==> src/rtl/cic_pkg.sv <==
// Shared types and defaults for the CIC run-time sequencer.
package cic_pkg;

    localparam int unsigned RATIO_W       = 16;
    localparam int unsigned DATA_W        = 8;
    localparam int unsigned DEFAULT_RATIO = 12500;
    localparam int unsigned MIN_RATIO     = 2;

    typedef enum logic [1:0] {
        S_RST   = 2'd0,
        S_FLUSH = 2'd1,
        S_RUN   = 2'd2
    } state_e;

endpackage

==> src/rtl/cic_ctrl_if.sv <==
// Ratio configuration handshake between a config master and the CIC sequencer.
interface cic_ctrl_if #(
    parameter int unsigned RATIO_W = cic_pkg::RATIO_W
);
    logic [RATIO_W-1:0] cfg_ratio;
    logic               cfg_valid;
    logic               cfg_ready;
    logic               cfg_err;

    modport master (output cfg_ratio, output cfg_valid, input cfg_ready, input cfg_err);
    modport slave  (input cfg_ratio, input cfg_valid, output cfg_ready, output cfg_err);
endinterface

==> src/rtl/cic_strobe_mon.sv <==
// CIC output strobe edge detector plus a saturating watchdog that times out when
// no edge arrives within 2*ratio+margin clocks.
module cic_strobe_mon #(
    parameter int unsigned RATIO_W     = 16,
    parameter int unsigned WDOG_MARGIN = 16
) (
    input  logic               clk_i,
    input  logic               rst_ni,
    input  logic               strobe_i,
    input  logic               clr_i,
    input  logic [RATIO_W-1:0] ratio_i,
    output logic               strobe_edge_o,
    output logic               timeout_o
);
    localparam int unsigned CntW = RATIO_W + 2;

    logic            prev_q;
    logic [CntW-1:0] wdog_q, wdog_d, limit;

    assign strobe_edge_o = strobe_i & ~prev_q;
    assign limit         = {1'b0, ratio_i, 1'b0} + CntW'(WDOG_MARGIN);

    always_comb begin
        wdog_d = wdog_q;
        if (clr_i || strobe_edge_o) begin
            wdog_d = '0;
        end else if (wdog_q != '1) begin
            wdog_d = wdog_q + 1'b1;
        end
    end

    // Fires on the clock where the count reaches the limit.
    assign timeout_o = ~clr_i & (wdog_d >= limit);

    always_ff @(posedge clk_i or negedge rst_ni) begin
        if (!rst_ni) begin
            prev_q <= 1'b0;
            wdog_q <= '0;
        end else begin
            prev_q <= strobe_i;
            wdog_q <= wdog_d;
        end
    end
endmodule

==> src/rtl/cic_ctrl.sv <==
// Run-time sequencer for the CIC decimator: resets and flushes the CIC on each ratio
// change, qualifies decimated samples and recovers from a stalled output strobe.
module cic_ctrl #(
    parameter int unsigned RATIO_W        = cic_pkg::RATIO_W,
    parameter int unsigned DATA_W         = cic_pkg::DATA_W,
    parameter int unsigned DEFAULT_RATIO  = cic_pkg::DEFAULT_RATIO,
    parameter int unsigned MIN_RATIO      = cic_pkg::MIN_RATIO,
    parameter int unsigned RST_CYCLES     = 4,
    parameter int unsigned SETTLE_SAMPLES = 4,
    parameter int unsigned WDOG_MARGIN    = 16
) (
    input  logic                     clk,
    input  logic                     rst_n,
    input  logic signed [DATA_W-1:0] d_in,
    cic_ctrl_if.slave                cfg,
    output logic                     cic_rst,
    output logic [RATIO_W-1:0]       cic_ratio,
    output logic signed [DATA_W-1:0] cic_d_in,
    input  logic signed [DATA_W-1:0] cic_d_out,
    input  logic                     cic_d_clk,
    output logic signed [DATA_W-1:0] d_out,
    output logic                     d_out_valid,
    output logic                     busy,
    output logic                     stall
);
    import cic_pkg::*;

    localparam int unsigned RstCntW = (RST_CYCLES > 1) ? $clog2(RST_CYCLES) : 1;
    localparam int unsigned SetCntW = (SETTLE_SAMPLES > 1) ? $clog2(SETTLE_SAMPLES) : 1;

    state_e                   state_q, state_d;
    logic [RstCntW-1:0]       rst_cnt_q, rst_cnt_d;
    logic [SetCntW-1:0]       settle_q, settle_d;
    logic [RATIO_W-1:0]       ratio_q, ratio_d;
    logic signed [DATA_W-1:0] d_in_q, d_in_d, d_out_q, d_out_d;
    logic                     dv_q, dv_d, err_q, err_d, stall_q, stall_d;
    logic                     strobe_edge, timeout, xfer, legal, in_rst;

    assign in_rst        = (state_q == S_RST);
    assign cic_rst       = in_rst;
    assign busy          = (state_q != S_RUN);
    assign cfg.cfg_ready = (state_q == S_RUN);
    assign cfg.cfg_err   = err_q;
    assign xfer          = cfg.cfg_valid & cfg.cfg_ready;
    assign legal         = (cfg.cfg_ratio >= RATIO_W'(MIN_RATIO));

    assign cic_ratio   = ratio_q;
    assign cic_d_in    = d_in_q;
    assign d_out       = d_out_q;
    assign d_out_valid = dv_q;
    assign stall       = stall_q;

    cic_strobe_mon #(
        .RATIO_W     (RATIO_W),
        .WDOG_MARGIN (WDOG_MARGIN)
    ) u_strobe_mon (
        .clk_i         (clk),
        .rst_ni        (rst_n),
        .strobe_i      (cic_d_clk),
        .clr_i         (in_rst),
        .ratio_i       (ratio_q),
        .strobe_edge_o (strobe_edge),
        .timeout_o     (timeout)
    );

    always_comb begin
        state_d   = state_q;
        rst_cnt_d = rst_cnt_q;
        settle_d  = settle_q;
        ratio_d   = ratio_q;
        stall_d   = stall_q;
        d_out_d   = d_out_q;
        dv_d      = 1'b0;
        err_d     = 1'b0;

        unique case (state_q)
            S_RST: begin
                if (rst_cnt_q == RstCntW'(RST_CYCLES - 1)) begin
                    state_d   = S_FLUSH;
                    rst_cnt_d = '0;
                    settle_d  = '0;
                end else begin
                    rst_cnt_d = rst_cnt_q + 1'b1;
                end
            end
            S_FLUSH: begin
                if (timeout) begin
                    stall_d = 1'b1;
                    state_d = S_RST;
                end else if (strobe_edge) begin
                    if (settle_q == SetCntW'(SETTLE_SAMPLES - 1)) begin
                        state_d = S_RUN;
                    end else begin
                        settle_d = settle_q + 1'b1;
                    end
                end
            end
            S_RUN: begin
                // An accepted ratio change wins over a coincident sample, which is dropped.
                if (xfer && legal) begin
                    ratio_d = cfg.cfg_ratio;
                    stall_d = 1'b0;
                    state_d = S_RST;
                end else begin
                    err_d = xfer;
                    if (timeout) begin
                        stall_d = 1'b1;
                        state_d = S_RST;
                    end else if (strobe_edge) begin
                        d_out_d = cic_d_out;
                        dv_d    = 1'b1;
                    end
                end
            end
            default: state_d = S_RST;
        endcase

        d_in_d = (state_d == S_RST) ? '0 : d_in;
    end

    always_ff @(posedge clk or negedge rst_n) begin
        if (!rst_n) begin
            state_q   <= S_RST;
            rst_cnt_q <= '0;
            settle_q  <= '0;
            ratio_q   <= RATIO_W'(DEFAULT_RATIO);
            d_in_q    <= '0;
            d_out_q   <= '0;
            dv_q      <= 1'b0;
            err_q     <= 1'b0;
            stall_q   <= 1'b0;
        end else begin
            state_q   <= state_d;
            rst_cnt_q <= rst_cnt_d;
            settle_q  <= settle_d;
            ratio_q   <= ratio_d;
            d_in_q    <= d_in_d;
            d_out_q   <= d_out_d;
            dv_q      <= dv_d;
            err_q     <= err_d;
            stall_q   <= stall_d;
        end
    end
endmodule

==> src/flat_wrapper.sv <==
// flat-port wrapper written by rule: the top's interface ports become plain ports
module cic_ctrl_flat import cic_pkg::*;
#(
    parameter int unsigned RATIO_W        = cic_pkg::RATIO_W,
    parameter int unsigned DATA_W         = cic_pkg::DATA_W,
    parameter int unsigned DEFAULT_RATIO  = cic_pkg::DEFAULT_RATIO,
    parameter int unsigned MIN_RATIO      = cic_pkg::MIN_RATIO,
    parameter int unsigned RST_CYCLES     = 4,
    parameter int unsigned SETTLE_SAMPLES = 4,
    parameter int unsigned WDOG_MARGIN    = 16
)
  (clk, rst_n, d_in, cic_rst, cic_ratio, cic_d_in, cic_d_out, cic_d_clk, d_out, d_out_valid, busy, stall, cfg_cfg_ratio, cfg_cfg_valid, cfg_cfg_ready, cfg_cfg_err);
  cic_ctrl_if #(.RATIO_W(RATIO_W)) cfg_i ();
  input  logic clk;
  input  logic rst_n;
  input  logic signed [DATA_W-1:0] d_in;
  output logic cic_rst;
  output logic [RATIO_W-1:0] cic_ratio;
  output logic signed [DATA_W-1:0] cic_d_in;
  input  logic signed [DATA_W-1:0] cic_d_out;
  input  logic cic_d_clk;
  output logic signed [DATA_W-1:0] d_out;
  output logic d_out_valid;
  output logic busy;
  output logic stall;
  input wire logic [$bits(cfg_i.cfg_ratio)-1:0] cfg_cfg_ratio;
  input wire logic [$bits(cfg_i.cfg_valid)-1:0] cfg_cfg_valid;
  output wire logic [$bits(cfg_i.cfg_ready)-1:0] cfg_cfg_ready;
  output wire logic [$bits(cfg_i.cfg_err)-1:0] cfg_cfg_err;
  assign cfg_i.cfg_ratio = cfg_cfg_ratio;
  assign cfg_i.cfg_valid = cfg_cfg_valid;
  assign cfg_cfg_ready = cfg_i.cfg_ready;
  assign cfg_cfg_err = cfg_i.cfg_err;
  cic_ctrl #(.RATIO_W(RATIO_W), .DATA_W(DATA_W), .DEFAULT_RATIO(DEFAULT_RATIO), .MIN_RATIO(MIN_RATIO), .RST_CYCLES(RST_CYCLES), .SETTLE_SAMPLES(SETTLE_SAMPLES), .WDOG_MARGIN(WDOG_MARGIN)) u_core (.clk(clk), .rst_n(rst_n), .d_in(d_in), .cfg(cfg_i), .cic_rst(cic_rst), .cic_ratio(cic_ratio), .cic_d_in(cic_d_in), .cic_d_out(cic_d_out), .cic_d_clk(cic_d_clk), .d_out(d_out), .d_out_valid(d_out_valid), .busy(busy), .stall(stall));
endmodule
==> config.mk <==
export PLATFORM = sky130hd
export DESIGN_NAME = cic_ctrl_flat
export DESIGN_NICKNAME = d
export VERILOG_FILES = /design/src/rtl/cic_pkg.sv /design/src/rtl/cic_ctrl_if.sv /design/src/rtl/cic_strobe_mon.sv /design/src/rtl/cic_ctrl.sv /design/src/flat_wrapper.sv
export SDC_FILE = /design/constraint.sdc
export NUM_CORES = 1
export LEC_CHECK = 0
export ABC_AREA = 0
export BUFFER_PORTS_ARGS = -buffer_cell sky130_fd_sc_hd__buf_2
export CAP_MARGIN = 20
export CORE_MARGIN = 4
export CORE_UTILIZATION = 54
export DETAILED_ROUTE_END_ITERATION = 8
export PLACE_DENSITY = 0.8
export SETUP_SLACK_MARGIN = 0.3
export SYNTH_ARGS = -nofsm -noshare
export SYNTH_HDL_FRONTEND = slang
export SYNTH_SLANG_ARGS = --single-unit
==> constraint.sdc <==
create_clock -name clk -period 4.75 [get_ports clk]
set_input_delay 0.95 -clock clk [delete_from_list [all_inputs] [get_ports clk]]
set_output_delay 0.95 -clock clk [all_outputs]
set_load 0.02 [all_outputs]
==> impl_metrics.yaml, run 1 <==
placed_design:
  finalWeightedCongestion: 0.858
  dp.cells: 464
  place_ws_ns: 0.503
  post_dp_cell_area_sq_um: 3800
  place_hpwl_um: 5900
  port_buffers: 73
synth:
  synth_cell_types: 48
  synth_top_area_cell: "dfrtp_1"
  yosysMostFrequentCell: "dfrtp_1"
  synth_ff_type: "dfrtp_1"
  synth.ff_latch_count: 60
  synth_commonest_cells: "dfrtp_1, nor2_1, ha_1, mux2_2, nand2_1"
  syn_area_sq_um: 3350
  syn_area_per_cell_sq_um: 10.5
  synthArstFlopShare_pct: 100
  yosys_warnings: 0
  synth_area_leaders: "dfrtp_1, ha_1, mux2_2"
  synth.yosys.seq_area_share_pct: 45.1
  synthCells: 320
  synth_edf_count: 0
  yosysTopAreaCellShare_pct: 40.4
  syn-num-nets: 381
pwr:
  ir_drop_mv: 0.355
  power.leakage_nw: 1.89
  p_total_mw: 2.21
  p_per_area_nw_per_um2: 549
setup_path:
  cp-startpoint: "u_core.u_strobe_mon.wdog_q[7]$_DFF_PN0_"
  r2r_setup_slack_ns: 0.51
  cpPeakStageDelay_ns: 0.64
  r2r-end: "u_core.settle_q[0]$_DFFE_PN0P_"
  path_class: "flip-flop to flip-flop"
  cpMostUsedCell: "nor3_1"
  critPathArrivalTime_ns: 4.47
  crit_required_ns: 4.97
  endpoint_kind: "flip-flop"
  critPathSlowestCell: "or4_1"
  cp_cell_sequence: "nand4_2, or4_1, o31ai_4, buf_4, nor3_1, xnor2_1, nor2_1, ha_1, a21oi_1, o21ai_0, a221oi_1, o22ai_1, nor3_1, mux2_2"
  crit-reg2reg-launch: "u_core.u_strobe_mon.wdog_q[7]$_DFF_PN0_"
  endpoint: "u_core.settle_q[0]$_DFFE_PN0P_"
  r2r_cells: 14
  cp-start-kind: "flip-flop"
  path_max_fanout: 7
detailed_routing:
  routed_via_density: 5.80
  route.detailed.drc: 0
  drt_wl_total_um: 7980
  postRouteAntennaNets: 0
  drt_iter0_markers: 161
  num_vias: 2801
  drt-pass1-iter-count: 5
  wl_per_cell_um: 16.5
floorplan:
  core_sq_um: 5960
  rows: 28
  die_area_sq_um: 7520
  start_util_pct: 56.2
  die_width_um: 86.7
  top_level_ports: 74
  die_y_um: 86.7
final_layout:
  nFillCells: 459
  stdcell_area_sq_um: 4020
  fin_util_pct: 67.5
  final-instance-count-excl-fill: 483
  antennaDiodeCount: 0
  area_growth_pct: 20.1
  drive_above_1_share_pct: 32.6
  layout.nets: 464
  seq_area_sq_um: 1510
  multiInputGateArea_sq_um: 1760
grt:
  grt_pass1_vias: 2765
  grt_max_degree: 61
  grtUsageTotal_pct: 22.8
  antenna_found_initial: 0
  grt_overflow_total: 0
  grt_pass1_wl_um: 13200
sta:
  rsz0062_at_grt: "false"
  slew_headroom_pct: 50.5
  hold_violations: 0
  setup_ws_ns: 0.508
  hold_ws_ns: 0.487
  setup-violations-final: 0
  fmax_mhz: 236
  period_share_pct: 89.3
  min_period_ns: 4.24
  tightest_slew_ns: 0.740
  worst_clock_skew_ns: 0.00513
  slew_violations: 0
  tns_ns: 0
clock_network:
  clock_path_buffers: 2
  cts_buffers: 9
  cts_root_buf: "clkbuf_8"
  cts_tree: "built"
  h-tree-depth: 3
  clock-sinks: 60
  cts_hold_buffers: 0
  cts.clk_slew.worst_paths_ns: 0.07
  clkLatencyLatePin_ns: 0.34
hold_path:
  hold_class: "flip-flop to flip-flop"
outcome:
  status: "completed"
flow_run:
  maxCapViolCount: 0
## per-layer routing
metal,wire [um],GRT usage (%),vias to the layer above
met3,513,6.46,13
met5,0,0,-
li1,-,-,1329
met2,3950,36.4,106
met4,140,8.64,0
met1,3380,29.4,1353
## registers in the layout, indices dropped and copies added, names as in the netlist, 2 cells and up
register,cells
u_core.cic_d_in,8
u_core.cic_ratio,16
u_core.d_out,8
u_core.rst_cnt_q,2
u_core.settle_q,2
u_core.state_q,2
u_core.u_strobe_mon.wdog_q,18
## cell families after synthesis
kind of cell | Yosys count | synth area share, %
AND/OR/NAND/NOR | 121 | 19.7
AO/OA/AOI/OAI | 43 | 8.64
XOR/XNOR | 22 | 5.76
buffers and inverters | 22 | 2.47
multiplexers | 27 | 8.97
adder cells (fa/ha/maj) | 25 | 9.35
flip-flops | 60 | 45.1
## final cells by class
class / count / share of cell area, %
clock buffer: 11 / 3.27
clock inverter: 5 / 1.31
inverter: 16 / 1.49
multi-input combinational: 238 / 43.7
sequential: 60 / 37.5
tap: 75 / 2.33
timing repair buffer: 78 / 10.3
## worst min-delay path by stage
stage                                     from                               to  slack [ns]  depth (start not counted)
3_5_place_dp   u_core.rst_cnt_q[0]$_DFFE_PN0N_  u_core.rst_cnt_q[0]$_DFFE_PN0N_        0.49                          1
4_1_cts        u_core.rst_cnt_q[0]$_DFFE_PN0N_  u_core.rst_cnt_q[0]$_DFFE_PN0N_        0.50                          1
5_1_grt        u_core.rst_cnt_q[0]$_DFFE_PN0N_  u_core.rst_cnt_q[0]$_DFFE_PN0N_        0.52                          1
2_1_floorplan  u_core.rst_cnt_q[0]$_DFFE_PN0N_  u_core.rst_cnt_q[0]$_DFFE_PN0N_        0.46                          1
3_3_place_gp   u_core.rst_cnt_q[0]$_DFFE_PN0N_  u_core.rst_cnt_q[0]$_DFFE_PN0N_        0.47                          1
6_report       u_core.rst_cnt_q[0]$_DFFE_PN0N_  u_core.rst_cnt_q[0]$_DFFE_PN0N_        0.49                          1
## timing repair
action,4_1_cts,5_1_grt
buffers inserted,0,3
resized for setup,0,1
endpoints found under the setup margin,0,17
## worst max-delay path, delay by kind of cell (launching register included)
kind            cells  cell delay (ns)
mux                 1             0.38
fa+ha+maj           1             0.33
xor+xnor            1             0.18
flops               1             0.46
simple gates        5             1.34
compound gates      5             1.26
buf+inv             1             0.18
## placed cells by master, fill, tap and decap left out, types with 3 or more instances in the layout
| master | netlist | routed |
|---|---|---|
| buf_2 | 0 | 73 |
| dfrtp_1 | 54 | 54 |
| nor2_1 | 26 | 26 |
| ha_1 | 25 | 25 |
| mux2_2 | 24 | 24 |
| nand2_1 | 19 | 19 |
| inv_1 | 16 | 16 |
| nand3_1 | 16 | 16 |
| xnor2_1 | 14 | 14 |
| a21oi_1 | 14 | 14 |
| nor3_1 | 12 | 12 |
| and3_1 | 9 | 9 |
| o21ai_0 | 9 | 9 |
| clkbuf_8 | 0 | 9 |
| nand4_1 | 8 | 8 |
| xor2_1 | 8 | 8 |
| nor3b_1 | 8 | 8 |
| nor4_1 | 6 | 6 |
| dfstp_2 | 6 | 6 |
| nor2b_1 | 4 | 4 |
| buf_4 | 0 | 4 |
| or2_2 | 3 | 3 |
| mux2i_1 | 3 | 3 |
| clkinv_2 | 0 | 3 |
## power by group
part | total (mW) | internal, mW | switching, mW
sequential | 0.822 | 0.680 | 0.142
combinational | 0.944 | 0.384 | 0.560
clock | 0.441 | 0.240 | 0.201
Note: power is estimated with default switching activity, not from simulation.
==> run 2, diff against run 1 <==
ABC_AREA = 1   (was 0)
CAP_MARGIN = unset   (was 20)
CORE_UTILIZATION = 55   (was 54)
PLACE_DENSITY = 0.82   (was 0.8)
==> impl_metrics.yaml, run 2 <==
final_layout:
  final-instance-count-excl-fill: 572
  largest_reg_flops: 18
  antennaDiodeCount: 0
  area_growth_pct: 19.0
  stdcell_area_sq_um: 4050
  fin_util_pct: 68.0
  final_cell_mix: "nand2_1, buf_2, inv_1"
  drive_above_1_share_pct: 24.7
  layout.cells.most_common: "nand2_1"
  layout.nets: 553
  top_register: "u_core.u_strobe_mon.wdog_q"
detailed_routing:
  drt_wl_total_um: 7700
  drt_iter0_markers: 144
  num_vias: 2965
  route.detailed.drc: 0
  postRouteAntennaNets: 0
  drt-pass1-iter-count: 4
  routed_via_density: 5.18
  wl_per_cell_um: 13.5
placed_design:
  place_hpwl_um: 5840
  post_dp_cell_area_sq_um: 3840
  place_ws_ns: 0.577
  port_buffers: 73
  finalWeightedCongestion: 0.834
  dp.cells: 556
sta:
  worst_clock_skew_ns: 0.00730
  setup-violations-final: 0
  fmax_mhz: 261
  rsz0062_at_grt: "false"
  setup_ws_ns: 0.924
  min_period_ns: 3.83
  hold_violations: 0
  tns_ns: 0
  hold_ws_ns: 0.480
  slew_headroom_pct: 39.7
  tightest_slew_ns: 0.902
  slew_violations: 0
  period_share_pct: 80.6
synth:
  synth_cell_types: 31
  synth_area_leaders: "dfrtp_1, nand2_1, ha_1"
  synth.yosys.seq_area_share_pct: 44.4
  syn_area_per_cell_sq_um: 8.25
  synth_commonest_cells: "nand2_1, inv_1, dfrtp_1, nor2_1, ha_1"
  yosysTopAreaCellShare_pct: 39.7
  syn_area_sq_um: 3400
  synthCells: 412
  yosysMostFrequentCell: "nand2_1"
  synth.ff_latch_count: 60
  synth_edf_count: 0
  synth_top_area_cell: "dfrtp_1"
  yosys_warnings: 0
  synthArstFlopShare_pct: 100
  syn-num-nets: 473
  synth_ff_type: "dfrtp_1"
setup_path:
  critical_path.top_delay_family: "simple AND/OR/NAND/NOR gates"
  cp-start-kind: "input pin"
  cp_cell_sequence: "buf_2, inv_1, nor2_1, nor2_1, inv_1, a211oi_1, ha_1, nand2_1, nor2_1, a211oi_1, nand3_2, nand2_4, nand4_4, clkinv_4, nand2_1, nand2_1"
  endpoint_kind: "flip-flop"
  path_class: "input pin to flip-flop"
  path_depth: 16
  cpPeakStageDelay_ns: 0.69
  critPathSlowestCell: "nor2_1"
  r2r_cells: 15
  path_max_fanout: 13
  critPathArrivalTime_ns: 4.11
  crit_required_ns: 5.03
  worst-path-buf-inv: 4
floorplan:
  die_y_um: 86.6
  die_area_sq_um: 7510
  core_sq_um: 5960
  top_level_ports: 74
  rows: 28
  die_width_um: 86.6
  start_util_pct: 57.1
pwr:
  power.leakage_nw: 2.19
  ir_drop_mv: 0.406
  p_total_mw: 2.14
  p_per_area_nw_per_um2: 529
grt:
  grtUsageTotal_pct: 22.6
  grt_overflow_total: 0
  grt_pass1_vias: 3020
  grt_pass1_wl_um: 13300
  grt_max_degree: 61
  antenna_found_initial: 0
clock_network:
  cts.clk_slew.worst_paths_ns: 0.06
  clkLatencyLatePin_ns: 0.34
  h-tree-depth: 3
  clock-sinks: 60
  cts_hold_buffers: 0
  post_cts_resized: 0
  cts_root_buf: "clkbuf_8"
  cts_tree: "built"
  cts_setup_buffers: 0
  clock_path_buffers: 2
  cts_buffers: 9
hold_path:
  hold_class: "flip-flop to flip-flop"
  holdPathStages: 2
outcome:
  status: "completed"
flow_run:
  maxCapViolCount: 0
## run 2: cell types whose count changed after synthesis, moves of 5 or more
| cell | previous run | this run |
|---|---|---|
| nor3b_1 | 8 | 0 |
| and3_1 | 9 | 1 |
| nor4_1 | 6 | 1 |
| nor2_1 | 26 | 31 |
| a21oi_2 | 0 | 8 |
| xnor2_1 | 14 | 3 |
| nand2_2 | 0 | 9 |
| inv_1 | 16 | 62 |
| nand2_1 | 19 | 105 |
| o21ai_0 | 9 | 21 |
| mux2_2 | 24 | 0 |
## run 2: worst min-delay path, delay by kind of cell (launching register included)
family / cells / cell delay (ns)
flops: 1 / 0.34
simple gates: 2 / 0.10
## run 2: layer usage
metal | global-route usage (%) | wire length, um | vias to the layer above
met1 | 27.1 | 3200 | 1394
met3 | 4.18 | 394 | 17
li1 | - | - | 1481
met4 | 10.8 | 204 | 0
met5 | 0 | 0 | -
met2 | 39.2 | 3900 | 73
## run 2: logic make-up after synthesis
kind of cell    share of synthesized area (%)
buf+inv                                  7.76
compound gates                           9.90
xor+xnor                                 3.61
fa+ha+maj                                9.20
flops                                    44.4
simple gates                             25.2
## run 2: cell type report
class	instances	area, sq um
clock buffer	12	155
clock inverter	4	47.5
fill	495	1910
inverter	63	241
multi-input combinational	284	1630
sequential	60	1510
tap	75	93.8
timing repair buffer	74	373
## run 2: worst paths after layout
path	from	slack, ns	end
max	cic_d_clk	0.92	u_core.d_out[5]$_DFFE_PN0P_
min	u_core.d_out[5]$_DFFE_PN0P_	0.48	u_core.d_out[5]$_DFFE_PN0P_
max reg2reg	u_core.state_q[1]$_DFF_PN0_	0.98	u_core.d_out[5]$_DFFE_PN0P_
min reg2reg	u_core.d_out[5]$_DFFE_PN0P_	0.48	u_core.d_out[5]$_DFFE_PN0P_
max in group asynchronous	rst_n	3.49	u_core.settle_q[0]$_DFFE_PN0P_
min in group asynchronous	rst_n	0.74	u_core.u_strobe_mon.wdog_q[3]$_DFF_PN0_
## run 2: where the power goes
part	total [mW]	switching, mW	internal (mW)
Clock	0.471	0.202	0.269
Sequential	0.784	0.119	0.665
Combinational	0.885	0.583	0.302
Total	2.14	0.904	1.24
==> run 3, diff against run 2 <==
CORE_UTILIZATION = 49   (was 55)
PLACE_DENSITY = 0.77   (was 0.82)
clock period = 3.4 ns   (was 4.75 ns; I/O delays follow)
==> impl_metrics.yaml, run 3 (same netlist as run 2, synthesis figures left out) <==
final_layout:
  stdcell_area_sq_um: 4540
  top_register: "u_core.u_strobe_mon.wdog_q"
  final_cell_mix: "nand2_1, buf_2, inv_1"
  largest_reg_flops: 18
  antennaDiodeCount: 0
  final-instance-count-excl-fill: 605
  layout.nets: 581
  layout.cells.most_common: "nand2_1"
  drive_above_1_share_pct: 35.8
  area_growth_pct: 33.4
grt:
  grt_max_degree: 35
  antenna_found_initial: 0
  grt_pass1_wl_um: 14700
  grt_pass1_vias: 3263
  grt_overflow_total: 0
  grtUsageTotal_pct: 21.9
placed_design:
  dp.cells: 566
  finalWeightedCongestion: 0.883
  post_dp_cell_area_sq_um: 3890
  place_hpwl_um: 5990
  port_buffers: 73
  place_ws_ns: -0.00647
detailed_routing:
  drt-pass1-iter-count: 4
  routed_via_density: 5.29
  route.detailed.drc: 0
  postRouteAntennaNets: 0
  wl_per_cell_um: 15.1
  num_vias: 3201
  drt_iter0_markers: 164
  drt_wl_total_um: 9130
clock_network:
  h-tree-depth: 3
  cts_root_buf: "clkbuf_8"
  cts_buffers: 9
  cts_hold_buffers: 0
  cts_tree: "built"
  clkLatencyLatePin_ns: 0.34
  cts.clk_slew.worst_paths_ns: 0.07
  clock_path_buffers: 2
  clock-sinks: 60
setup_path:
  path_max_fanout: 6
  critPathSlowestCell: "dfrtp_1"
  path_class: "flip-flop to flip-flop"
  cpPeakStageDelay_ns: 0.38
  endpoint_kind: "flip-flop"
  cp_cell_sequence: "buf_6, inv_1, nor2_1, nand2_2, nor3_4, nand3_1, nor2_4, nand2_1, o221ai_1, inv_1, ha_4, nand2_2, nor2_2, nand4_1, nor3_2, nand2_2, nand3_4, nand2_8, nand4_4, clkinv_4, nand2_2, nand2_1"
  r2r_cells: 22
  r2r_setup_slack_ns: 0.04
  cpMostUsedCell: "nand2_2"
  cp-start-kind: "flip-flop"
  critPathArrivalTime_ns: 3.59
  crit_required_ns: 3.63
floorplan:
  die_y_um: 91.3
  start_util_pct: 50.3
  rows: 30
  die_width_um: 91.3
  die_area_sq_um: 8340
  top_level_ports: 74
  core_sq_um: 6760
sta:
  rsz0062_at_grt: "true"
  hold_ws_ns: 0.353
  min_period_ns: 3.36
  worst_clock_skew_ns: 0.00944
  period_share_pct: 98.7
  fmax_mhz: 298
  slew_violations: 0
  setup-violations-final: 0
  tightest_slew_ns: 0.627
  slew_headroom_pct: 58.2
  hold_violations: 0
  setup_ws_ns: 0.0427
hold_path:
  hold_class: "input pin to async pin"
outcome:
  status: "completed"
pwr:
  p_per_area_nw_per_um2: 699
  ir_drop_mv: 0.564
  power.leakage_nw: 2.35
flow_run:
  maxCapViolCount: 0
run 3: cell types whose count changed in the layout (fill, tap and decap cells not counted), sizes merged:
cell,previous run,this run
nand4,9,10
nand2,117,118
clkinvlp,1,0
buf,74,99
inv,62,63
clkinv,3,2
clkbuf,12,14
run 3: cell type report:
cell class | count | area, sq um
timing repair inverter | 1 | 6.26
clock buffer | 14 | 163
clock inverter | 2 | 35.0
inverter | 63 | 241
sequential | 60 | 1510
tap | 80 | 100
timing repair buffer | 99 | 572
fill | 542 | 2220
multi-input combinational | 286 | 1910
run 3: where the power goes:
part	leakage, nW	switching (mW)	internal, mW
Clock	0.101	0.275	0.379
Combinational	1.47	0.917	0.506
Sequential	0.781	0.167	0.929
run 3: repair_timing:
action / 4_1_cts / 5_1_grt
gates resized for setup: 36 / 28
buffers inserted: 13 / 7
cloned: 3 / 0
pin swaps: 21 / 15
endpoints found under the setup margin: 22 / 22
run 3: path summary, 6_finish.rpt:
check	from	to
setup / recovery	u_core.u_strobe_mon.wdog_q[0]$_DFF_PN0_	u_core.d_out[6]$_DFFE_PN0P_
hold / removal	rst_n	u_core.u_strobe_mon.wdog_q[16]$_DFF_PN0_
setup reg to reg	u_core.u_strobe_mon.wdog_q[0]$_DFF_PN0_	u_core.d_out[6]$_DFFE_PN0P_
hold reg to reg	u_core.d_out[2]$_DFFE_PN0P_	u_core.d_out[2]$_DFFE_PN0P_
max in group asynchronous	rst_n	u_core.cic_ratio[12]$_DFFE_PN1P_
min in group clk	cic_d_clk	u_core.u_strobe_mon.prev_q$_DFF_PN0_
run 3: critical path, delay by kind of cell, from the launching register on:
family                   cells  cell delay (ns)
AND/OR/NAND/NOR             16             1.92
buffers and inverters        4             0.42
flip-flops                   1             0.38
adder cells (fa/ha/maj)      1             0.29
AO/OA/AOI/OAI                1             0.23
run 3: per-layer routing:
layer  global-route usage, %  vias up  wire length [um]
li1                        -     1537                 -
met1                    24.9     1508              3470
met2                    38.8      118              4700
met3                    6.05       38               541
met4                    8.29        0               420
met5                       0        -                 0
run 3: stage by stage:
stage	utilization, %	TNS [ns]	total power [mW]
global placement	57.6	0	2.30
finish	67.2	0	3.17
detailed placement	57.6	-0.0112	2.35
CTS	64.4	0	3.09
floorplan	-	0	1.94
global route	67.2	-3.67	3.41
